## src/rtl/key_shift_in.sv

```systemverilog
// key_shift_in: periodic reader for a 74HC165-style PISO chain. It loads the chain,
// shifts WIDTH bits in MSB-first and debounces the word over consecutive scans.
module key_shift_in #(
  parameter int WIDTH       = 8,
  parameter int CLK_DIV     = 4,
  parameter int SCAN_PERIOD = 1000,
  parameter int DEB_CNT     = 3
) (
  input  logic             clk,
  input  logic             rst_n,
  input  logic             start,
  input  logic             sft_q7,
  output logic             sft_pl,
  output logic             sft_cp,
  output logic             busy,
  output logic [WIDTH-1:0] dout,
  output logic             dout_vld,
  output logic             chg
);

  localparam int SCW = $clog2(SCAN_PERIOD + 1);
  localparam int PW  = (WIDTH > 2) ? $clog2(WIDTH) : 1;

  typedef enum logic [2:0] {
    S_IDLE, S_LOAD, S_SETTLE, S_CP_HI, S_CP_LO, S_DONE
  } state_t;

  state_t           state_q, state_d;
  logic [SCW-1:0]   scan_cnt_q, scan_cnt_d;
  logic [15:0]      div_cnt_q, div_cnt_d;
  logic [PW-1:0]    pair_q, pair_d;
  logic [WIDTH-1:0] shreg_q, shreg_d;
  logic [WIDTH-1:0] raw_prev_q, raw_prev_d;
  logic [WIDTH-1:0] dout_q, dout_d;
  logic [3:0]       stab_q, stab_d;
  logic             pl_q, pl_d, cp_q, cp_d, vld_q, vld_d, chg_q, chg_d;

  logic       wrap, trig, phase_end, samp;
  logic [3:0] stab_new;

  assign wrap      = (scan_cnt_q == SCW'(SCAN_PERIOD - 1));
  assign trig      = wrap | start;
  assign phase_end = (div_cnt_q == 16'(CLK_DIV - 1));

  // Next-state logic: scan sequencer, shift register, debouncer and pin drivers.
  always_comb begin
    state_d    = state_q;
    pair_d     = pair_q;
    samp       = 1'b0;
    scan_cnt_d = wrap ? '0 : scan_cnt_q + 1'b1;
    case (state_q)
      S_IDLE:   if (trig) state_d = S_LOAD;
      S_LOAD:   if (phase_end) state_d = S_SETTLE;
      S_SETTLE: if (phase_end) begin
        samp    = 1'b1;
        pair_d  = '0;
        state_d = S_CP_HI;
      end
      S_CP_HI:  if (phase_end) state_d = S_CP_LO;
      S_CP_LO:  if (phase_end) begin
        samp = 1'b1;
        // WIDTH-1 high/low pairs follow the SETTLE sample
        if (pair_q == PW'(WIDTH - 2)) begin
          state_d = S_DONE;
        end else begin
          pair_d  = pair_q + 1'b1;
          state_d = S_CP_HI;
        end
      end
      S_DONE:   state_d = S_IDLE;
      default:  state_d = S_IDLE;
    endcase

    // phase counter restarts on every state change and idles at zero
    div_cnt_d = (state_d != state_q || state_q == S_IDLE) ? '0 : div_cnt_q + 1'b1;
    shreg_d   = samp ? {shreg_q[WIDTH-2:0], sft_q7} : shreg_q;

    // debounce: stability count saturates at 15
    if (shreg_q == raw_prev_q) stab_new = (stab_q == 4'd15) ? 4'd15 : stab_q + 4'd1;
    else                       stab_new = 4'd1;

    stab_d     = stab_q;
    raw_prev_d = raw_prev_q;
    dout_d     = dout_q;
    vld_d      = 1'b0;
    chg_d      = 1'b0;
    if (state_q == S_DONE) begin
      stab_d     = stab_new;
      raw_prev_d = shreg_q;
      vld_d      = 1'b1;
      if (stab_new >= 4'(DEB_CNT) && shreg_q != dout_q) begin
        dout_d = shreg_q;
        chg_d  = 1'b1;
      end
    end

    // pins follow the next state so they change exactly with the state register
    pl_d = (state_d != S_LOAD);
    cp_d = (state_d == S_CP_HI);
  end

  // State and output registers.
  always_ff @(posedge clk or negedge rst_n) begin
    if (!rst_n) begin
      state_q    <= S_IDLE;
      scan_cnt_q <= '0;
      div_cnt_q  <= '0;
      pair_q     <= '0;
      shreg_q    <= '0;
      raw_prev_q <= '0;
      dout_q     <= '0;
      stab_q     <= '0;
      pl_q       <= 1'b1;
      cp_q       <= 1'b0;
      vld_q      <= 1'b0;
      chg_q      <= 1'b0;
    end else begin
      state_q    <= state_d;
      scan_cnt_q <= scan_cnt_d;
      div_cnt_q  <= div_cnt_d;
      pair_q     <= pair_d;
      shreg_q    <= shreg_d;
      raw_prev_q <= raw_prev_d;
      dout_q     <= dout_d;
      stab_q     <= stab_d;
      pl_q       <= pl_d;
      cp_q       <= cp_d;
      vld_q      <= vld_d;
      chg_q      <= chg_d;
    end
  end

  assign sft_pl   = pl_q;
  assign sft_cp   = cp_q;
  assign busy     = (state_q != S_IDLE);
  assign dout     = dout_q;
  assign dout_vld = vld_q;
  assign chg      = chg_q;

endmodule

```

## config.mk

```make
export PLATFORM = sky130hd
export DESIGN_NAME = key_shift_in
export DESIGN_NICKNAME = d
export VERILOG_FILES = /design/src/rtl/key_shift_in.sv
export SDC_FILE = /design/constraint.sdc
export NUM_CORES = 1
export LEC_CHECK = 0
export CORE_MARGIN = 2
export CORE_UTILIZATION = 55
export CTS_CLUSTER_DIAMETER = 30
export DETAILED_ROUTE_END_ITERATION = 10
export GPL_TIMING_DRIVEN = 0
export PLACE_DENSITY = 0.86
export RECOVER_POWER = 25
export SYNTH_ARGS = -nofsm -noshare
export SYNTH_HDL_FRONTEND = slang
export SYNTH_SLANG_ARGS = --single-unit
```

## constraint.sdc

```tcl
create_clock -name clk -period 2.6 [get_ports clk]
set_input_delay 0.52 -clock clk [delete_from_list [all_inputs] [get_ports clk]]
set_output_delay 0.52 -clock clk [all_outputs]
set_load 0.01 [all_outputs]
```

Word level (Yosys, flattened, before mapping):

Cells that the tools add are included.
W data, S select, Z words.

* output and inout bits: 13
* bits of input ports: 4
* bits in registers: 64
* word-level logic and storage cells: 63

* $lt $le $gt $ge: 1
* multiplexer cells: 20
* reduce and logical (&&, ||, !) cells: 8
* eq/ne operators: 17
* add/sub/neg operators: 4
* bitwise gates (word level): 1

Operators with widths (number)
* $mux W3: 9
* $add A16 B1 Y16 const B: 1
* $eq A16 B2 Y1 const B: 1
* $mux W16: 1
* $pmux W3 S5: 1
* $add A10 B1 Y10 const B: 1
* $eq A10 B10 Y1 const B: 1
* $mux W10: 1
* $eq A3 B2 Y1 const B: 3
* $eq A3 B3 Y1 const B: 3
* $eq A8 B8 Y1: 1
* $mux W4: 2
* $ne A8 B8 Y1: 1
* $ne A2 B2 Y1 const B: 3
* $pmux W3 S2: 1
* $mux W1: 5
* $add A4 B1 Y4 const B: 1
* $eq A4 B4 Y1 const B: 1
* $ge A4 B2 Y1 const B: 1
* $reduce_and A4 Y1: 1
* $add A3 B1 Y3 const B: 1
* $eq A3 B1 Y1 const B: 1
* $logic_not A3 Y1: 1
* $ne A3 B1 Y1 const B: 1
* other kinds (8): 8

Logic depth before layout (Yosys ltp):

Gate-level depths: netlist (run 1).

* depth in word-level cells: 7
* gate-level depth with buffers: 7
* depth with buffers taken out: 6

Least setup slack after synthesis (run 1):

Ideal clock, no wire load.

* path kind: reg-to-reg
* from: reg div_cnt_q[0]
* to: reg shreg_q[0]
* slack: 0.586 ns
* stages on the path, launching flop included: 8
* path buffers: 1
* arrival time: 1.889 ns
* required time: 2.475 ns
* period minus slack after synthesis: 2.014 ns
* setup time: 0.125 ns
* path through: dfrtp_1 > ha_1 > nor4b_2 > nand4_2 > nand2b_4 > buf_6 > a21oi_4 > mux2_2

* cells in the longest elaborated chain, start to end: 3

RTL lines
* from (decl): RTL line 30 `logic [15:0] div_cnt_q, div_cnt_d;`
* from (signal assigned): RTL line 120 `div_cnt_q <= div_cnt_d;`
* $eq A16 B2 Y1: RTL line 43 `assign phase_end = (div_cnt_q == 16'(CLK_DIV - 1));`
* $mux W1: RTL line 54, 60
* $mux W1
* to (signal assigned): RTL line 122 `shreg_q <= shreg_d;`
* to (decl): RTL line 32 `logic [WIDTH-1:0] shreg_q, shreg_d;`

No other way between the ends.
A chain may end at the register's enable or synchronous reset.

Worst setup path in the final report (run 1):

* from: reg div_cnt_q[0]
* to: reg shreg_q[6]

Same word-level chain as after synthesis.

==> results of run 1 <==
==> cell usage after synthesis (all sizes together), types with 3 or more instances <==
library cell,count,area share
ha,5,0.020
nor2b,5,0.010
nand3,10,0.018
and3,6,0.012
mux2,16,0.058
dfrtp,63,0.51
or3,4,0.0080
xnor2,20,0.056
nor2,27,0.032
nand2b,4,0.011
clkbuf,8,0.0096
nor4,6,0.016
o21ai,12,0.019
a21oi,10,0.020
inv,9,0.011
nand4,6,0.014
nor3,6,0.0096
nand2,40,0.048
or2,3,0.0060
xor2,16,0.045
==> through the flow <==
| stage | worst slack [ps] | std cells |
|---|---|---|
| 3_5_place_dp | 297.3 | 387 |
| 3_3_place_gp | -1061 | 387 |
| 6_report | 306.8 | 403 |
| 2_1_floorplan | 586.0 | 299 |
| 5_1_grt | 77.74 | 403 |
| 4_1_cts | 285.0 | 403 |
==> worst reg2reg max path, delay by kind of cell, from the launching register on <==
| kind | cells | cell delay (ps) |
|---|---|---|
| AND/OR/NAND/NOR | 3 | 760 |
| adder cells (fa/ha/maj) | 1 | 250 |
| buffers and inverters | 1 | 130 |
| AO/OA/AOI/OAI | 1 | 260 |
| flip-flops | 1 | 410 |
| multiplexers | 1 | 380 |
==> flip-flops by register name (all words and copies together) (netlist names) <==
name,cells
stab_q,4
dout_vld,1
scan_cnt_q,10
chg,1
pair_q,3
sft_cp,1
raw_prev_q,8
dout,8
div_cnt_q,16
state_q,3
shreg_q,8
sft_pl,1
==> logic make-up (layout without fill, tap and decap cells) <==
group           Yosys count  count (layout)
simple gates            125             125
flops                    64              64
xor+xnor                 36              36
compound gates           34              34
buf+inv                  18              50
mux                      17              17
fa+ha+maj                 5               5
==> cells in the final DEF (no fill, tap or decap), types with 5 or more instances in the layout <==
cell type        instances
inv_1                    9
and3_1                   5
xor2_1                  16
clkbuf_8                10
a21oi_1                  9
nand4_1                  5
ha_1                     5
clkbuf_1                 9
nand2_1                 40
o21ai_0                 12
xnor2_1                 20
mux2_2                  16
nand3_1                  9
dfrtp_1                 63
clkdlybuf4s50_1         15
nor2_1                  27
nor2b_1                  5
nor3_1                   6
==> area by class of cell <==
type                            instances  area [um^2]
Clock inverter                          5        56.30
Sequential cell                        64         1603
Timing Repair Buffer                   16        155.1
Tap cell                               72        90.09
Multi-Input combinational cell        217         1443
Buffer                                  9        41.29
Clock buffer                           11        141.4
Inverter                                9        33.78
Fill cell                             420         1943
==> power by group through the flow <==
stage	clock network, mW	registers, mW	logic (mW)
final	0.851	1.01	0.0359
after global routing	0.914	1.01	0.0426
after CTS	0.869	1.01	0.0387
after detailed placement	0	1.03	0.0383
after global placement	0	1.03	0.0381
after floorplan	0	1.03	0.0127
==> worst min path at each step <==
stage                                   start                        end  slack [ps]
detailed placement  raw_prev_q[3]$_DFFE_PN0P_  raw_prev_q[3]$_DFFE_PN0P_         480
global placement      scan_cnt_q[0]$_DFF_PN0_    scan_cnt_q[0]$_DFF_PN0_         470
floorplan                               rst_n              chg$_DFF_PN0_         220
CTS                                     rst_n  raw_prev_q[0]$_DFFE_PN0P_         290
global route          scan_cnt_q[9]$_DFF_PN0_    scan_cnt_q[9]$_DFF_PN0_         510
finish              raw_prev_q[5]$_DFFE_PN0P_  raw_prev_q[5]$_DFFE_PN0P_         500
==> metal layers <==
metal	GRT usage	vias up	wire length, um
met4	0.09828	0	97
met2	0.3297	27	2698
met5	0	-	0
met3	0.06477	9	195
met1	0.2652	1088	2621
li1	-	1086	-
==> report_table.html, run 1 <==
<table>
<tr><th>Metric</th><th>Value</th></tr>
<tr><th colspan="2">STA</th></tr>
<tr><td>Ratio of final minimum period to clock period</td><td>0.8820</td></tr>
<tr><td>Highest attainable clock frequency</td><td>436.1 MHz</td></tr>
<tr><td>Count of endpoints failing setup in the final report</td><td>0</td></tr>
<tr><td>Sum Neg Setup Slack</td><td>0 ps</td></tr>
<tr><td>Final worst clock skew</td><td>8.832 ps</td></tr>
<tr><td>Final critical delay including setup and external delays</td><td>2293 ps</td></tr>
<tr><td>Post-route worst hold slack</td><td>498.5 ps</td></tr>
<tr><td>Max-slew violation count</td><td>65</td></tr>
<tr><td>Hold Violations, Final</td><td>0</td></tr>
<tr><td>Relative slew margins</td><td>-0.01461</td></tr>
<tr><td>Slew @ Worst Pin</td><td>1522 ps</td></tr>
<tr><td>RSZ-0062 raised after global routing</td><td>no</td></tr>
<tr><th colspan="2">Critical path</th></tr>
<tr><td>Arr. time, crit path</td><td>2520 ps</td></tr>
<tr><td>Cell depth of the worst flop-to-flop path</td><td>7</td></tr>
<tr><td>End point of the critical path</td><td>shreg_q[6]$_DFFE_PN0P_</td></tr>
<tr><td>Maximum fanout along the worst path</td><td>9</td></tr>
<tr><td>Instance count on the critical path</td><td>7</td></tr>
<tr><td>Startpoint Class</td><td>flop</td></tr>
<tr><td>Endpoint class of the critical path</td><td>flop</td></tr>
<tr><td>Required time of the critical path</td><td>2830 ps</td></tr>
<tr><td>Worst R2R Setup Slack</td><td>310 ps</td></tr>
<tr><td>Largest incremental delay on the critical path</td><td>410 ps</td></tr>
<tr><td>Crit path from</td><td>div_cnt_q[0]$_DFF_PN0_</td></tr>
<tr><td>Kind of cell with the highest combined delay on the critical path</td><td>simple AND/OR/NAND/NOR gates</td></tr>
<tr><td>Total buffers and inverters traversed by the critical path</td><td>1</td></tr>
<tr><td>Origin of the critical flop-to-flop path</td><td>div_cnt_q[0]$_DFF_PN0_</td></tr>
<tr><td>Type of the worst setup path</td><td>reg2reg</td></tr>
<tr><td>Worst flop-to-flop path endpoint</td><td>shreg_q[6]$_DFFE_PN0P_</td></tr>
<tr><td>Cells traversed along the worst timing path</td><td>ha_1 -&gt; nor4b_2 -&gt; nand4_2 -&gt; nand2b_4 -&gt; buf_6 -&gt; a21oi_4 -&gt; mux2_2</td></tr>
<tr><td>Standard cell with the maximum stage delay on the critical path</td><td>dfrtp_1</td></tr>
<tr><th colspan="2">Layout</th></tr>
<tr><td>Share of cells above drive strength 1</td><td>0.1480</td></tr>
<tr><td>Final layout net count</td><td>335</td></tr>
<tr><td>Final core area utilization</td><td>0.6471</td></tr>
<tr><td>Area grow syn2layout</td><td>14.19%</td></tr>
<tr><td>Post-Layout Inst Area</td><td>0.003563 mm^2</td></tr>
<tr><td>Number of antenna repair diodes</td><td>0</td></tr>
<tr><th colspan="2">Clocking</th></tr>
<tr><td>Clk slew on worst S/H paths</td><td>70 ps</td></tr>
<tr><td>CTS HTree Levels</td><td>3</td></tr>
<tr><td>TritonCTS Buffers</td><td>9</td></tr>
<tr><td>Clock Root Buffer</td><td>clkbuf_8</td></tr>
<tr><td>CTS tree</td><td>done</td></tr>
<tr><td>Clock Sinks</td><td>64</td></tr>
<tr><td>Number of hold-repair buffers added at the cts stage</td><td>0</td></tr>
<tr><td>Setup Buffers After CTS</td><td>0</td></tr>
<tr><td>Clock buffer depth</td><td>2</td></tr>
<tr><td>Post-CTS sizing</td><td>0</td></tr>
<tr><td>Worst-skew pair later-pin latency</td><td>340 ps</td></tr>
<tr><th colspan="2">Routing</th></tr>
<tr><td>TritonRoute pass-1 iters</td><td>4</td></tr>
<tr><td>Starting DRT DRC Count</td><td>182</td></tr>
<tr><td>Final routed wirelength across all metal layers</td><td>5.613 mm</td></tr>
<tr><td>Via count of the routed design</td><td>2210</td></tr>
<tr><td>DR vias/cell</td><td>5.484</td></tr>
<tr><td>Wire length per cell</td><td>13.93 um</td></tr>
<tr><td>Count of antenna-violating nets left after detailed routing</td><td>0</td></tr>
<tr><td>DRC violations left</td><td>0</td></tr>
<tr><th colspan="2">Floorplanning</th></tr>
<tr><td>Placement Rows</td><td>27</td></tr>
<tr><td>IO Pins</td><td>17</td></tr>
<tr><td>Die extent in x</td><td>79.33 um</td></tr>
<tr><td>Die Outline Area</td><td>0.006292 mm^2</td></tr>
<tr><td>Die height</td><td>79.33 um</td></tr>
<tr><td>Effective utilization at floorplan</td><td>0.5667</td></tr>
<tr><td>Core region area</td><td>0.005507 mm^2</td></tr>
<tr><th colspan="2">Placed design</th></tr>
<tr><td>Post-detailed-placement half-perimeter wirelength</td><td>3.715 mm</td></tr>
<tr><td>Number of buffer cells added on primary ports</td><td>16</td></tr>
<tr><td>Routability Congestion</td><td>0.8325</td></tr>
<tr><td>Area after DPL</td><td>0.003368 mm^2</td></tr>
<tr><th colspan="2">Run status</th></tr>
<tr><td>Result of the run</td><td>complete, but fails checks</td></tr>
<tr><td>Failing checks</td><td>max-capacitance violations, max-slew violations</td></tr>
<tr><th colspan="2">Pwr</th></tr>
<tr><td>Switching Power</td><td>417.4 uW</td></tr>
<tr><td>Internal power component</td><td>1.480 mW</td></tr>
<tr><td>Total power</td><td>1.897 mW</td></tr>
<tr><td>Portion of total power attributed to sequential cells</td><td>0.532</td></tr>
<tr><td>Leakage power</td><td>1.623 nW</td></tr>
<tr><td>Ratio of total power to cell area</td><td>532.4 mW/mm^2</td></tr>
<tr><td>Gate power share</td><td>0.019</td></tr>
<tr><td>Worst IR Drop VDD</td><td>0.3340 mV</td></tr>
<tr><td>Switching Share</td><td>0.2200</td></tr>
<tr><td>Clk network pwr share</td><td>0.449</td></tr>
<tr><th colspan="2">Min path</th></tr>
<tr><td>Type of the most critical hold path</td><td>reg2reg</td></tr>
<tr><td>Depth of the worst hold-timing path</td><td>2</td></tr>
<tr><th colspan="2">Global route</th></tr>
<tr><td>First-pass GRT wire length</td><td>10.09 mm</td></tr>
<tr><td>Sum of overflow across all layers after global routing</td><td>0</td></tr>
<tr><td>Number of antenna violations at the first check in global routing</td><td>0</td></tr>
<tr><td>Total global routing track utilization</td><td>0.2095</td></tr>
<tr><td>Via count of the first global-routing pass</td><td>2261</td></tr>
<tr><td>Largest net degree at the start of global routing</td><td>65</td></tr>
<tr><th colspan="2">Synthesis</th></tr>
<tr><td>Number of cells produced by synthesis</td><td>299</td></tr>
<tr><td>Async SR Flop Fraction</td><td>1.000</td></tr>
<tr><td>Area share of and/or/nand/nor cells after synthesis</td><td>0.2093</td></tr>
<tr><td>Post-Synthesis Net Count</td><td>308</td></tr>
<tr><td>Post-synthesis xor/xnor area fraction</td><td>0.1010</td></tr>
<tr><td>Number of synthesized flops with an enable pin</td><td>0</td></tr>
<tr><td>Ys flop type</td><td>dfrtp_1</td></tr>
<tr><td>Ys Warns</td><td>0</td></tr>
<tr><td>Register bit count reported by yosys</td><td>64</td></tr>
<tr><td>Adder-Cell Fraction of Synth Area</td><td>0.02005</td></tr>
<tr><td>Part of the Yosys area used for sequential elements</td><td>0.5136</td></tr>
<tr><td>Cell area after technology mapping</td><td>0.003120 mm^2</td></tr>
<tr><td>Combinational family with the most area after synthesis</td><td>simple AND/OR/NAND/NOR gates</td></tr>
<tr><td>Mean instance size in the synthesized netlist</td><td>10.44 um^2</td></tr>
<tr><td>Distinct cell type count of the synthesized netlist</td><td>48</td></tr>
<tr><td>Synthesized-area fraction occupied by ao, oa, aoi and oai cells</td><td>0.07097</td></tr>
<tr><td>Mux cell area share after synthesis</td><td>0.06095</td></tr>
<tr><th colspan="2">Run</th></tr>
<tr><td>Number of maximum-capacitance violations</td><td>1</td></tr>
</table>
Note: power is estimated with default switching activity, not from simulation.
==> run 2: changes to the inputs <==
--- a/config.mk
+++ b/config.mk
@@ -7,7 +7,7 @@
 export LEC_CHECK = 0
 export CORE_MARGIN = 2
 export CORE_UTILIZATION = 55
-export CTS_CLUSTER_DIAMETER = 30
+export CTS_CLUSTER_DIAMETER = 120
 export DETAILED_ROUTE_END_ITERATION = 10
 export GPL_TIMING_DRIVEN = 0
 export PLACE_DENSITY = 0.86
==> results of run 2 <==
Final layout, timing and power as in run 1 (identical DEF).
==> run 3: changes to the inputs <==
--- a/config.mk
+++ b/config.mk
@@ -5,6 +5,7 @@
 export SDC_FILE = /design/constraint.sdc
 export NUM_CORES = 1
 export LEC_CHECK = 0
+export ABC_AREA = 1
 export CORE_MARGIN = 2
 export CORE_UTILIZATION = 55
 export CTS_CLUSTER_DIAMETER = 120
==> report_table.html, run 3 <==
<table>
<tr><th>Metric</th><th>Value</th></tr>
<tr><th colspan="2">Run status</th></tr>
<tr><td>Result of the run</td><td>complete, no violations</td></tr>
<tr><th colspan="2">Critical path</th></tr>
<tr><td>Startpoint Class</td><td>flop</td></tr>
<tr><td>Standard cell with the maximum stage delay on the critical path</td><td>clkdlybuf4s50_1</td></tr>
<tr><td>Endpoint class of the critical path</td><td>primary output</td></tr>
<tr><td>Required time of the critical path</td><td>2080 ps</td></tr>
<tr><td>Maximum fanout along the worst path</td><td>6</td></tr>
<tr><td>Largest incremental delay on the critical path</td><td>500 ps</td></tr>
<tr><td>Type of the worst setup path</td><td>reg2out</td></tr>
<tr><td>Kind of cell with the highest combined delay on the critical path</td><td>buffers and inverters</td></tr>
<tr><td>Total buffers and inverters traversed by the critical path</td><td>1</td></tr>
<tr><td>Arr. time, crit path</td><td>1610 ps</td></tr>
<tr><td>Cells traversed along the worst timing path</td><td>nor2_1 -&gt; nand2_2 -&gt; clkdlybuf4s50_1</td></tr>
<tr><th colspan="2">Layout</th></tr>
<tr><td>Most common cell after layout, fill and taps aside</td><td>nand2_1</td></tr>
<tr><td>Biggest registers after layout</td><td>div_cnt_q: 16 flops, scan_cnt_q: 10 flops</td></tr>
<tr><td>Highest-count cells in the layout ignoring fill and taps</td><td>94 x nand2_1, 63 x dfrtp_1, 51 x inv_1</td></tr>
<tr><td>Final layout net count</td><td>452</td></tr>
<tr><td>Final core area utilization</td><td>0.6534</td></tr>
<tr><td>Largest reg by FF count</td><td>div_cnt_q</td></tr>
<tr><td>Share of cells above drive strength 1</td><td>0.1272</td></tr>
<tr><td>Number of filler cells placed in the layout</td><td>469</td></tr>
<tr><td>Area grow syn2layout</td><td>14.43%</td></tr>
<tr><td>Number of antenna repair diodes</td><td>0</td></tr>
<tr><td>Final Non-Filler Cells</td><td>523</td></tr>
<tr><td>Flip-flop count of the largest register, all copies and words added</td><td>16</td></tr>
<tr><th colspan="2">Synthesis</th></tr>
<tr><td>Async SR Flop Fraction</td><td>1.000</td></tr>
<tr><td>Register bit count reported by yosys</td><td>64</td></tr>
<tr><td>Post-Synthesis Net Count</td><td>424</td></tr>
<tr><td>Ys Warns</td><td>0</td></tr>
<tr><td>Cell taking the most area after synthesis</td><td>dfrtp_1</td></tr>
<tr><td>Cell area after technology mapping</td><td>0.003381 mm^2</td></tr>
<tr><td>Number of synthesized flops with an enable pin</td><td>0</td></tr>
<tr><td>Mean instance size in the synthesized netlist</td><td>8.146 um^2</td></tr>
<tr><td>Area share of and/or/nand/nor cells after synthesis</td><td>0.3127</td></tr>
<tr><td>Number of cells produced by synthesis</td><td>415</td></tr>
<tr><td>Commonest cells in the synthesized netlist</td><td>94 x nand2_1, 63 x dfrtp_1, 51 x inv_1</td></tr>
<tr><td>Ys flop type</td><td>dfrtp_1</td></tr>
<tr><td>Synth area leaders</td><td>dfrtp_1 47%, nand2_1 10%, xor2_1 6.0%, inv_1 5.7%, nor2_1 5.6%</td></tr>
<tr><td>Mux cell area share after synthesis</td><td>0.003331</td></tr>
<tr><td>Distinct cell type count of the synthesized netlist</td><td>30</td></tr>
<tr><td>Most common cell in the netlist</td><td>nand2_1</td></tr>
<tr><td>Synthesized-area fraction occupied by ao, oa, aoi and oai cells</td><td>0.05255</td></tr>
<tr><td>Combinational family with the most area after synthesis</td><td>simple AND/OR/NAND/NOR gates</td></tr>
<tr><td>Part of the Yosys area used for sequential elements</td><td>0.4741</td></tr>
<tr><td>Fraction of synthesized cell area taken by the top area cell type</td><td>0.4663</td></tr>
<tr><td>Adder-Cell Fraction of Synth Area</td><td>0.01850</td></tr>
<tr><td>Post-synthesis xor/xnor area fraction</td><td>0.06736</td></tr>
<tr><th colspan="2">Clocking</th></tr>
<tr><td>Post-CTS sizing</td><td>0</td></tr>
<tr><td>Clock Sinks</td><td>64</td></tr>
<tr><td>CTS HTree Levels</td><td>3</td></tr>
<tr><td>Worst-skew pair later-pin latency</td><td>350 ps</td></tr>
<tr><td>Clock Root Buffer</td><td>clkbuf_8</td></tr>
<tr><td>Number of hold-repair buffers added at the cts stage</td><td>0</td></tr>
<tr><td>CTS tree</td><td>done</td></tr>
<tr><td>Clk slew on worst S/H paths</td><td>70 ps</td></tr>
<tr><td>Clock buffer depth</td><td>2</td></tr>
<tr><td>Setup Buffers After CTS</td><td>0</td></tr>
<tr><td>TritonCTS Buffers</td><td>9</td></tr>
<tr><th colspan="2">Routing</th></tr>
<tr><td>Wire length per cell</td><td>12.72 um</td></tr>
<tr><td>Starting DRT DRC Count</td><td>196</td></tr>
<tr><td>Final routed wirelength across all metal layers</td><td>6.655 mm</td></tr>
<tr><td>DR vias/cell</td><td>5.319</td></tr>
<tr><td>DRC violations left</td><td>0</td></tr>
<tr><td>TritonRoute pass-1 iters</td><td>6</td></tr>
<tr><td>Count of antenna-violating nets left after detailed routing</td><td>0</td></tr>
<tr><td>Via count of the routed design</td><td>2782</td></tr>
<tr><th colspan="2">STA</th></tr>
<tr><td>Post-route setup slack</td><td>470.1 ps</td></tr>
<tr><td>RSZ-0062 raised after global routing</td><td>no</td></tr>
<tr><td>Highest attainable clock frequency</td><td>469.5 MHz</td></tr>
<tr><td>Final worst clock skew</td><td>12.58 ps</td></tr>
<tr><td>Post-route worst hold slack</td><td>462.2 ps</td></tr>
<tr><td>Final critical delay including setup and external delays</td><td>2130 ps</td></tr>
<tr><td>Count of endpoints failing setup in the final report</td><td>0</td></tr>
<tr><td>Ratio of final minimum period to clock period</td><td>0.8192</td></tr>
<tr><td>Hold Violations, Final</td><td>0</td></tr>
<tr><td>Relative slew margins</td><td>0.06425</td></tr>
<tr><td>Slew @ Worst Pin</td><td>1404 ps</td></tr>
<tr><td>Max-slew violation count</td><td>0</td></tr>
<tr><th colspan="2">Floorplanning</th></tr>
<tr><td>Die height</td><td>82.40 um</td></tr>
<tr><td>Placement Rows</td><td>28</td></tr>
<tr><td>Die extent in x</td><td>82.40 um</td></tr>
<tr><td>IO Pins</td><td>17</td></tr>
<tr><td>Die Outline Area</td><td>0.006790 mm^2</td></tr>
<tr><td>Core region area</td><td>0.005921 mm^2</td></tr>
<tr><td>Effective utilization at floorplan</td><td>0.5710</td></tr>
<tr><th colspan="2">Global route</th></tr>
<tr><td>Via count of the first global-routing pass</td><td>2690</td></tr>
<tr><td>First-pass GRT wire length</td><td>11.42 mm</td></tr>
<tr><td>Total global routing track utilization</td><td>0.2222</td></tr>
<tr><td>Number of antenna violations at the first check in global routing</td><td>0</td></tr>
<tr><td>Sum of overflow across all layers after global routing</td><td>0</td></tr>
<tr><td>Largest net degree at the start of global routing</td><td>40</td></tr>
<tr><th colspan="2">Placed design</th></tr>
<tr><td>Post-detailed-placement half-perimeter wirelength</td><td>4.577 mm</td></tr>
<tr><td>Routability Congestion</td><td>0.9153</td></tr>
<tr><td>Total placed cells including tap cells</td><td>507</td></tr>
<tr><td>Number of buffer cells added on primary ports</td><td>16</td></tr>
<tr><td>Worst slack after detailed placement</td><td>737.7 ps</td></tr>
<tr><th colspan="2">Pwr</th></tr>
<tr><td>Ratio of total power to cell area</td><td>710.4 mW/mm^2</td></tr>
<tr><td>Leakage power</td><td>1.887 nW</td></tr>
<tr><td>Worst IR Drop VDD</td><td>0.5786 mV</td></tr>
<tr><td>Total power</td><td>2.748 mW</td></tr>
<tr><th colspan="2">Run</th></tr>
<tr><td>Number of maximum-capacitance violations</td><td>0</td></tr>
<tr><th colspan="2">Min path</th></tr>
<tr><td>Type of the most critical hold path</td><td>reg2reg</td></tr>
</table>
run 3: cell count changes after synthesis, sizes merged, moves of 5 or more:
cell and change:
and3 -6, clkbuf -5, inv +47, mux2 -15
nand2 +61, nand3 +27, nor2 +37, nor2b -5
nor3 +5, o21ai +10, xnor2 -17, xor2 +7
run 3: path summary, 6_finish.rpt:
kind / start / endpoint / slack (ps) / depth (start not counted)
setup / recovery: state_q[0]$_DFF_PN0_ / busy / 470 / 3
hold / removal: div_cnt_q[0]$_DFF_PN0_ / div_cnt_q[0]$_DFF_PN0_ / 460 / 1
setup reg to reg: div_cnt_q[0]$_DFF_PN0_ / shreg_q[6]$_DFFE_PN0P_ / 670 / 8
hold reg to reg: div_cnt_q[0]$_DFF_PN0_ / div_cnt_q[0]$_DFF_PN0_ / 460 / 1
max in group asynchronous: rst_n / sft_pl$_DFF_PN1_ / 1190 / 2
min in group asynchronous: rst_n / dout[3]$_DFFE_PN0P_ / 490 / 1
run 3: final cells by class:
cell class | count | area (um^2) | share of cell area
sequential | 64 | 1603 | 0.4143
multi-input combinational | 291 | 1536 | 0.3972
inverter | 56 | 210.2 | 0.05433
timing repair buffer | 17 | 173.9 | 0.04495
clock buffer | 11 | 141.4 | 0.03655
tap | 75 | 93.84 | 0.02426
clock inverter | 5 | 78.83 | 0.02038
buffer | 4 | 31.28 | 0.008085
run 3: routing by layer:
metal | track usage | share of wire
met4 | 0.1083 | 0.020
met5 | 0 | 0
met3 | 0.05326 | 0.039
met2 | 0.3661 | 0.49
met1 | 0.2738 | 0.45
run 3: kinds of logic after synthesis:
logic type	count (synthesis)
and+or+nand+nor	227
DFF	64
buffers and inverters	60
AOI/OAI and AO/OA	32
xor gates and xnor gates	26
adders and majority gates	5
muxes	1
run 3: through the flow:
| step | instance area [um^2] | TNS, ps |
|---|---|---|
| after floorplan | 3381 | 0 |
| after global routing | 3869 | 0 |
| final | 3869 | 0 |
| after CTS | 3870 | 0 |
| after global placement | 3635 | -65030 |
| after detailed placement | 3650 | 0 |
run 3: power by group:
part / internal [mW] / switching (mW) / total (mW)
clock: 0.567 / 0.389 / 0.955
combinational: 0.250 / 0.404 / 0.654
sequential: 1.07 / 0.0713 / 1.14
